$ cat config.mk
export PLATFORM = sky130hd
export DESIGN_NAME = hsv_core_commit_redirect_flat
export DESIGN_NICKNAME = d
export VERILOG_FILES = /design/src/rtl/hsv_core_commit_redirect_if.sv /design/src/rtl/hsv_core_commit_redirect.sv /design/src/flat_wrapper.sv
export SDC_FILE = /design/constraint.sdc
export NUM_CORES = 1
export LEC_CHECK = 0
export BUFFER_PORTS_ARGS = -buffer_cell sky130_fd_sc_hd__buf_2
export CORE_UTILIZATION = 35
export CTS_CLUSTER_DIAMETER = 100
export DETAILED_ROUTE_END_ITERATION = 12
export PLACE_DENSITY_LB_ADDON = 0.08
export SLEW_MARGIN = 15
export SYNTH_ARGS = -nofsm -noshare
export SYNTH_HDL_FRONTEND = slang
export SYNTH_SLANG_ARGS = --single-unit
$ cat constraint.sdc
create_clock -name clk_core -period 2.4 [get_ports clk_core]
set_clock_uncertainty 0.15 [all_clocks]
set_input_delay 0.12 -clock clk_core [delete_from_list [all_inputs] [get_ports clk_core]]
set_output_delay 0.12 -clock clk_core [all_outputs]
set_load 0.05 [all_outputs]
$ cat src/rtl/hsv_core_commit_redirect_if.sv
// Commit record types and the bus that joins the commit stage to execute, regfile and fetch.
package hsv_core_pkg;
  typedef logic [31:0] word;

  typedef enum logic [1:0] {
    COMMIT_NEXT      = 2'd0,
    COMMIT_JUMP      = 2'd1,
    COMMIT_EXCEPTION = 2'd2
  } commit_action_t;

  typedef struct packed {
    word        pc;
    logic [4:0] rd;
  } commit_common_t;

  typedef struct packed {
    commit_action_t action;
    commit_common_t common;
    word            result;
    word            next_pc;
    logic           writeback;
  } commit_data_t;
endpackage

interface hsv_core_commit_redirect_if;
  import hsv_core_pkg::*;

  logic         valid_i;
  logic         ready_o;
  commit_data_t in;
  word          trap_vector;
  logic         wb_en;
  logic [4:0]   wb_rd;
  word          wb_data;
  logic         flush_req;
  logic         redirect_valid;
  word          redirect_pc;
  logic         redirect_ready;
  logic         trap_valid;
  word          trap_epc;
  word          trap_tval;
  logic         retire_o;
  logic [63:0]  instret;

  modport master (
    output valid_i, in, trap_vector, redirect_ready,
    input  ready_o, wb_en, wb_rd, wb_data, flush_req, redirect_valid, redirect_pc,
           trap_valid, trap_epc, trap_tval, retire_o, instret
  );

  modport slave (
    input  valid_i, in, trap_vector, redirect_ready,
    output ready_o, wb_en, wb_rd, wb_data, flush_req, redirect_valid, redirect_pc,
           trap_valid, trap_epc, trap_tval, retire_o, instret
  );
endinterface

$ cat src/rtl/hsv_core_commit_redirect.sv
// Commit stage: retires records, drives regfile writeback, and runs the
// flush/redirect handshake with fetch on jumps and exceptions.
module hsv_core_commit_redirect
  import hsv_core_pkg::*;
(
  input logic                         clk_core,
  input logic                         rst_core_n,
  hsv_core_commit_redirect_if.slave   bus
);

  typedef enum logic [1:0] {RUN, REDIRECT, DRAIN} state_t;

  state_t state, state_nxt;
  logic   accept, is_jump, is_exc, do_retire, do_wb;

  assign bus.ready_o = (state == RUN);

  always_comb begin
    accept    = bus.valid_i && (state == RUN);
    is_exc    = (bus.in.action == COMMIT_EXCEPTION);
    is_jump   = (bus.in.action == COMMIT_JUMP);
    // Unknown encodings fall through to plain retire.
    do_retire = accept && !is_exc;
    do_wb     = do_retire && bus.in.writeback && (bus.in.common.rd != 5'd0);
    state_nxt = state;
    case (state)
      RUN:      if (accept && (is_exc || is_jump)) state_nxt = REDIRECT;
      REDIRECT: if (bus.redirect_ready) state_nxt = DRAIN;
      DRAIN:    state_nxt = RUN;
      default:  state_nxt = RUN;
    endcase
  end

  always_ff @(posedge clk_core or negedge rst_core_n) begin
    if (!rst_core_n) begin
      state              <= RUN;
      bus.wb_en          <= 1'b0;
      bus.wb_rd          <= '0;
      bus.wb_data        <= '0;
      bus.flush_req      <= 1'b0;
      bus.redirect_valid <= 1'b0;
      bus.redirect_pc    <= '0;
      bus.trap_valid     <= 1'b0;
      bus.trap_epc       <= '0;
      bus.trap_tval      <= '0;
      bus.retire_o       <= 1'b0;
      bus.instret        <= '0;
    end else begin
      state              <= state_nxt;
      bus.wb_en          <= do_wb;
      bus.retire_o       <= do_retire;
      bus.trap_valid     <= accept && is_exc;
      // Flush/redirect track the next state so they rise with REDIRECT entry.
      bus.flush_req      <= (state_nxt != RUN);
      bus.redirect_valid <= (state_nxt == REDIRECT);
      if (do_wb) begin
        bus.wb_rd   <= bus.in.common.rd;
        bus.wb_data <= bus.in.result;
      end
      if (do_retire) bus.instret <= bus.instret + 64'd1;
      if (accept && is_exc) begin
        bus.trap_epc    <= bus.in.common.pc;
        bus.trap_tval   <= bus.in.next_pc;
        bus.redirect_pc <= {bus.trap_vector[31:2], 2'b00};
      end else if (accept && is_jump) begin
        bus.redirect_pc <= {bus.in.next_pc[31:2], 2'b00};
      end
    end
  end

endmodule

$ cat src/flat_wrapper.sv
// flat-port wrapper written by rule: the top's interface ports become plain ports
module hsv_core_commit_redirect_flat import hsv_core_pkg::*;
  (clk_core, rst_core_n, bus_valid_i, bus_in, bus_trap_vector, bus_redirect_ready, bus_ready_o, bus_wb_en, bus_wb_rd, bus_wb_data, bus_flush_req, bus_redirect_valid, bus_redirect_pc, bus_trap_valid, bus_trap_epc, bus_trap_tval, bus_retire_o, bus_instret);
  hsv_core_commit_redirect_if bus_i ();
  input logic clk_core;
  input logic rst_core_n;
  input wire logic [$bits(bus_i.valid_i)-1:0] bus_valid_i;
  input wire logic [$bits(bus_i.in)-1:0] bus_in;
  input wire logic [$bits(bus_i.trap_vector)-1:0] bus_trap_vector;
  input wire logic [$bits(bus_i.redirect_ready)-1:0] bus_redirect_ready;
  output wire logic [$bits(bus_i.ready_o)-1:0] bus_ready_o;
  output wire logic [$bits(bus_i.wb_en)-1:0] bus_wb_en;
  output wire logic [$bits(bus_i.wb_rd)-1:0] bus_wb_rd;
  output wire logic [$bits(bus_i.wb_data)-1:0] bus_wb_data;
  output wire logic [$bits(bus_i.flush_req)-1:0] bus_flush_req;
  output wire logic [$bits(bus_i.redirect_valid)-1:0] bus_redirect_valid;
  output wire logic [$bits(bus_i.redirect_pc)-1:0] bus_redirect_pc;
  output wire logic [$bits(bus_i.trap_valid)-1:0] bus_trap_valid;
  output wire logic [$bits(bus_i.trap_epc)-1:0] bus_trap_epc;
  output wire logic [$bits(bus_i.trap_tval)-1:0] bus_trap_tval;
  output wire logic [$bits(bus_i.retire_o)-1:0] bus_retire_o;
  output wire logic [$bits(bus_i.instret)-1:0] bus_instret;
  assign bus_i.valid_i = bus_valid_i;
  assign bus_i.in = bus_in;
  assign bus_i.trap_vector = bus_trap_vector;
  assign bus_i.redirect_ready = bus_redirect_ready;
  assign bus_ready_o = bus_i.ready_o;
  assign bus_wb_en = bus_i.wb_en;
  assign bus_wb_rd = bus_i.wb_rd;
  assign bus_wb_data = bus_i.wb_data;
  assign bus_flush_req = bus_i.flush_req;
  assign bus_redirect_valid = bus_i.redirect_valid;
  assign bus_redirect_pc = bus_i.redirect_pc;
  assign bus_trap_valid = bus_i.trap_valid;
  assign bus_trap_epc = bus_i.trap_epc;
  assign bus_trap_tval = bus_i.trap_tval;
  assign bus_retire_o = bus_i.retire_o;
  assign bus_instret = bus_i.instret;
  hsv_core_commit_redirect u_core (.clk_core(clk_core), .rst_core_n(rst_core_n), .bus(bus_i));
endmodule
# Yosys cells after proc, flatten, opt, wreduce, memory -nomap -nowiden
# Index checks and enable logic that the tools add are counted.
word_totals:
  register_bits: 204
  latchBits: 0
  ram_bits: 0
  romBits: 0
  output_inout_bits: 203
  elab_cells: 35
  n_memories: 0
classes:
  add_sub_neg: 1
  multipliers: 0
  div_mod_pow: 0
  magnitude_cmp: 0
  eq_ne: 4
  shift: 0
  n_mux: 5
  bitwise_logic: 0
  n_reduce_logical: 13
op_table:
  columns: ["cell", "count"]
  rows:
  - ["64-bit by 1-bit adder with 64-bit output (second input constant)", 1]
  - ["32-bit 2-to-1 mux", 2]
  - ["1-bit logical AND", 7]
  - ["2-bit by 1-bit == test with 1-bit output (second input constant)", 3]
  - ["5-bit nonzero test", 1]
  - ["2-bit 2-to-1 mux", 2]
  - ["2-bit one-hot mux with 2 select lines", 1]
  - ["2-bit nonzero test", 2]
  - ["2-bit == test (second input constant)", 1]
  - ["2-bit logical NOT", 1]
  - ["1-bit logical NOT", 1]
  - ["1-bit logical OR", 1]

# Logic depth before layout (Yosys ltp)
depth:
  depth_word: 6
  ltp_mapped: 10

# Worst setup path after synthesis
# No wires, ideal clock.
synth_timing:
  path_type: "register -> register"
  startpoint: "register u_core.state[1]"
  endpoint: "register u_core.bus.redirect_pc[12]"
  setup_ns: 0.137
  t_arrival_ns: 2.614
  required_time_ns: 2.113
  path_slack_ns: -0.501
  path_stages_with_launch: 8
  path_buffers: 3
  synth_period_minus_slack_ns: 2.901
  path_cell_list: "dfrtp_1 nor2_1 and3_1 clkbuf_1 buf_1 buf_1 mux2i_1 a21oi_1"
synth_between:
  elab_chain_cells: 4
synth_lines:
  columns: ["element", "line", "source"]
  rows:
  - ["from (decl)", "hsv_core_commit_redirect.sv:13", "state_t state, state_nxt;"]
  - ["from (signal assigned)", "hsv_core_commit_redirect.sv:49", "state <= state_nxt;"]
  - ["2-bit logical NOT *", null, null]
  - ["via bus_ready_o", "flat_wrapper.sv:11", "output wire logic [$bits(bus_i.ready_o)-1:0] bus_ready_o;"]
  - ["1-bit logical AND *", "hsv_core_commit_redirect.sv:19", "accept = bus.valid_i && (state == RUN);"]
  - ["1-bit logical AND, on equally long branches", "hsv_core_commit_redirect.sv:61, hsv_core_commit_redirect.sv:65", null]
  - ["32-bit 2-to-1 mux / 2-bit nonzero test (equally long branches)", null, null]
  - ["to (signal assigned)", "hsv_core_commit_redirect.sv:64", "bus.redirect_pc <= {bus.trap_vector[31:2], 2'b00};"]
  - ["to (signal assigned)", "hsv_core_commit_redirect.sv:66", "bus.redirect_pc <= {bus.in.next_pc[31:2], 2'b00};"]
  - ["to (decl)", "hsv_core_commit_redirect_if.sv:53", "output ready_o, wb_en, wb_rd, wb_data, flush_req, redirect_valid, redirect_pc,"]
# The timed path passes the listed nets; every way through them passes the cells marked *.
# A chain may end at the register's enable or synchronous reset.

# Worst setup path in the final report
layout_timing:
  startpoint: "register u_core.state[1]"
  endpoint: "register u_core.bus.instret[49] (netlist name)"
layout_between:
  elab_chain_cells: 3
layout_lines:
  columns: ["element", "line", "source"]
  rows:
  - ["2-bit logical NOT", "hsv_core_commit_redirect.sv:19", null]
  - ["1-bit logical AND", "hsv_core_commit_redirect.sv:19", null]
  - ["1-bit logical AND", "hsv_core_commit_redirect.sv:23", "do_retire = accept && !is_exc;"]
  - ["to (signal assigned)", "hsv_core_commit_redirect.sv:60", "if (do_retire) bus.instret <= bus.instret + 64'd1;"]
  - ["to (decl)", "hsv_core_commit_redirect_if.sv:54", "trap_valid, trap_epc, trap_tval, retire_o, instret"]
# Every way passes these cells.

==> Implementation_results.wiki <==
{| class="wikitable"
! Metric !! Value
|-
| Endpoints failing setup || 0
|-
| DR DRC count || 0
|-
| Run status || completed
|-
| Cell type with the highest aggregate area in the netlist || dfrtp_1
|-
| Antenna Nets Post-Route || 0
|-
| Post-synthesis cell count || 729
|-
| Drt pass-1 iters || 4
|-
| Post-synthesis sequential area ratio || 60.0%
|-
| Worst setup path category || flop to flop
|-
| Estimated wirelength of the detail-placed design || 17.0 mm
|-
| Placeable core region || 23500 µm²
|-
| Synth warn || 0
|-
| Area growth from synthesis to layout || 54.8%
|-
| GPL Wtd Cong || 0.764
|-
| Unrepaired setup endpoints after global routing || no
|-
| Total die area || 24700 µm²
|-
| Worst skew pair latency || 0.51 ns
|-
| CTS clk-pin slew, worst paths || 0.06 ns
|-
| Detail-routed net length per standard cell || 15.6 µm
|-
| Global route overflow || 0
|-
| Diodes inserted || 0
|-
| Overall die height || 157 µm
|-
| Worst path arrival time || 2.57 ns
|-
| # placed instances || 1401
|-
| CTS buffer count || 24
|-
| Average cell area after synthesis || 11.6 µm²
|-
| Layout cell share with drive strength beyond 1 || 40.4%
|-
| Non-Filler Instances || 1580
|-
| Worst supply voltage drop on vdd || 0.000839 V
|-
| IO buf count || 338
|-
| Antenna violations before repair || 0
|-
| Ranking of synthesized cells by area || dfrtp_1 (60%), mux2_2 (9.0%), nand2_1 (5.7%), mux2i_1 (3.6%), xor2_1 (3.4%)
|-
| Total number of placement rows || 56
|-
| Mapped Area || 8430 µm²
|-
| Number of global-route vias before repair || 7390
|-
| Element type at the critical path end || flop
|-
| Top cells by instance count after synthesis || dfrtp_1 (202), nand2_1 (129), mux2_2 (67)
|-
| Slew of the pin with the lowest slew margin || 0.649 ns
|-
| Largest net degree at the start of global routing || 75
|-
| Wire length of the first global-routing pass || 38.8 mm
|-
| Count of different cell masters after synthesis || 35
|-
| Number of failing hold endpoints at the final stage || 0
|-
| Static leakage || 6.49 nW
|-
| Drt total wl || 24.7 mm
|-
| Post-synth top flop || dfrtp_1
|-
| Top-count cell post-synth || dfrtp_1
|-
| Share of async-settable or async-resettable flops after synthesis || 100%
|-
| Total power consumption of the routed design || 13.7 mW
|-
| Clock tree from TritonCTS || yes
|-
| Hold Crit Class || input port to flop
|-
| Max-Cap Viols || 0
|-
| Iteration-0 DRC count of the detailed router || 301
|-
| Register bit total from synthesis || 202
|-
| Fin. max-slew vios || 0
|-
| Aggregate global-route resource usage || 19.8%
|-
| Register area || 5060 µm²
|-
| Number of buffers on the longest clock path || 3
|-
| Required time at the worst-slack endpoint || 2.68 ns
|-
| Max Fclk || 437 MHz
|-
| Die W || 157 µm
|-
| Via total after detailed routing || 7236
|-
| # clock sinks || 202
|-
| Critical Path Start Type || flop
|-
| Initial Util || 35.8%
|-
| Post-route clock period utilization || 95.4%
|-
| Period minus WS final || 2.29 ns
|-
| Crit Path Max Fanout || 5
|-
| Count of flip-flops with a built-in enable after synthesis || 0
|-
| CTS Root Cell || clkbuf_16
|-
| Fill cell total of the finished layout || 2154
|-
| Final nets || 1386
|-
| CTS H-tree lvls || 1
|-
| Vias per cell || 4.58
|-
| Multi-input logic area || 3240 µm²
|-
| Power density relative to cell area || 1050 nW/µm²
|-
| IO Pins || 343
|-
| Top-area cell type share of the netlist area || 60.0%
|-
| Relative slew slack || 56.7%
|}
[area by class of cell]
type | count | share of cell area (%)
well taps | 319 | 3.06
repair buffers | 516 | 26.5
inverters | 11 | 0.317
multi-input cells | 488 | 24.8
clock buffers | 32 | 5.30
flip-flops and latches | 202 | 38.8
clock inverters | 12 | 1.13
[per-layer routing]
layer | routed length, µm | global-route usage [%] | vias up
li1 | - | - | 3527
met1 | 10500 | 24.7 | 3431
met2 | 11800 | 33.8 | 241
met3 | 1790 | 5.20 | 37
met4 | 525 | 5.46 | 0
met5 | 0 | 0.207 | -
[through the flow]
stage | setup WS (ns) | cell area [µm²] | util, % | hold slack (ns) | setup TNS [ns]
finish | 0.110 | 13000 | 55.4 | 0.0104 | 0
global route | 0.000238 | 13000 | 55.4 | 0.0358 | 0
CTS | 0.0667 | 13000 | 55.4 | 0.00111 | 0
detailed placement | -0.0878 | 10800 | 46.0 | 0.0520 | -0.251
global placement | -0.0578 | 10800 | 46.0 | 0.0447 | -0.0826
floorplan | -0.0192 | 8450 | - | -0.326 | -0.0192
[kinds of logic (layout without fill, tap and decap cells)]
| group | after synthesis | count (layout) | synth area share, % |
|---|---|---|---|
| adder cells (fa/ha/maj) | 3 | 3 | 0.445 |
| multiplexers | 97 | 97 | 12.5 |
| AND/OR/NAND/NOR | 289 | 289 | 16.4 |
| XOR/XNOR | 63 | 63 | 6.55 |
| flip-flops | 202 | 202 | 60.0 |
| AO/OA/AOI/OAI | 34 | 34 | 2.11 |
| other | 1 | 2 | 0.0445 |
| buffers and inverters | 40 | 571 | 1.93 |
[placed cells by master (no fill, tap or decap), types with 2 or more instances in the layout]
cell type      instances
and3_1                 2
nand3_1               20
inv_1                 10
clkbuf_8               5
xor2_1                33
buf_2                337
clkbuf_1               3
nor3_1                17
nand2_1              129
clkbuf_16             25
clkinvlp_4             2
mux2i_1               30
nor4_2                 2
xnor2_1               30
dfrtp_1              196
nand4_1               28
or4_1                  2
nor3_2                 2
nor4_4                 2
a21oi_1               32
conb_1                 2
nand3_2                2
ha_1                   3
nor4_1                10
and4_1                 9
buf_12                 7
dlygate4sd3_1        135
clkinv_2               5
or2_2                  2
bufinv_16              3
dfrtp_2                6
nor2_1                54
mux2_2                67
buf_4                 36
[worst paths after layout]
kind	from	to	slack, ns	cells past startpoint
setup / recovery	u_core.state[1]$_DFF_PN0_	u_core.bus.instret[49]$_DFFE_PN0N_	0.11	6
hold reg to reg	u_core.bus.instret[63]$_DFFE_PN0N_	u_core.bus.instret[63]$_DFFE_PN0N_	0.32	1
hold / removal	bus_in[103]	u_core.bus.redirect_valid$_DFF_PN0_	0.01	5
min in group asynchronous	rst_core_n	u_core.bus.trap_tval[14]$_DFFE_PN0P_	0.03	2
setup reg to reg	u_core.state[1]$_DFF_PN0_	u_core.bus.instret[49]$_DFFE_PN0N_	0.11	6
max in group asynchronous	rst_core_n	u_core.bus.instret[43]$_DFFE_PN0N_	1.32	3
[registers in the layout, summed over array words and instances, names as in the netlist, 2 cells and up]
name / cells
u_core.bus.instret: 64
u_core.bus.trap_epc: 32
u_core.bus.trap_tval: 32
u_core.bus.wb_data: 32
u_core.bus.redirect_pc: 30
u_core.bus.wb_rd: 5
u_core.state: 2
[power by group]
group | total (mW) | leakage (nW) | internal (mW) | switching, mW
clock network | 3.81 | 0.411 | 2.35 | 1.46
registers | 4.63 | 2.50 | 4.21 | 0.425
logic | 5.23 | 3.57 | 1.34 | 3.88
total | 13.7 | 6.49 | 7.90 | 5.77
[worst max-delay path, cell delays in order (launching register included)]
cell and delay [ns]:
dfrtp_1 0.38, or4b_4 0.60, nor4_4 0.28, buf_4 0.17, nand4_1 0.24, nor2_1 0.21
xor2_1 0.17
[repair_timing]
item / in CTS / in global routing
gates cloned: 0 / 0
endpoints found under the setup margin: 1 / 2
hold buffers: 135 / 0
hold endpoints to repair: 305 / 0
resized for setup: 1 / 2
setup buffers: 0 / 0
Note: power is estimated with default switching activity, not from simulation.
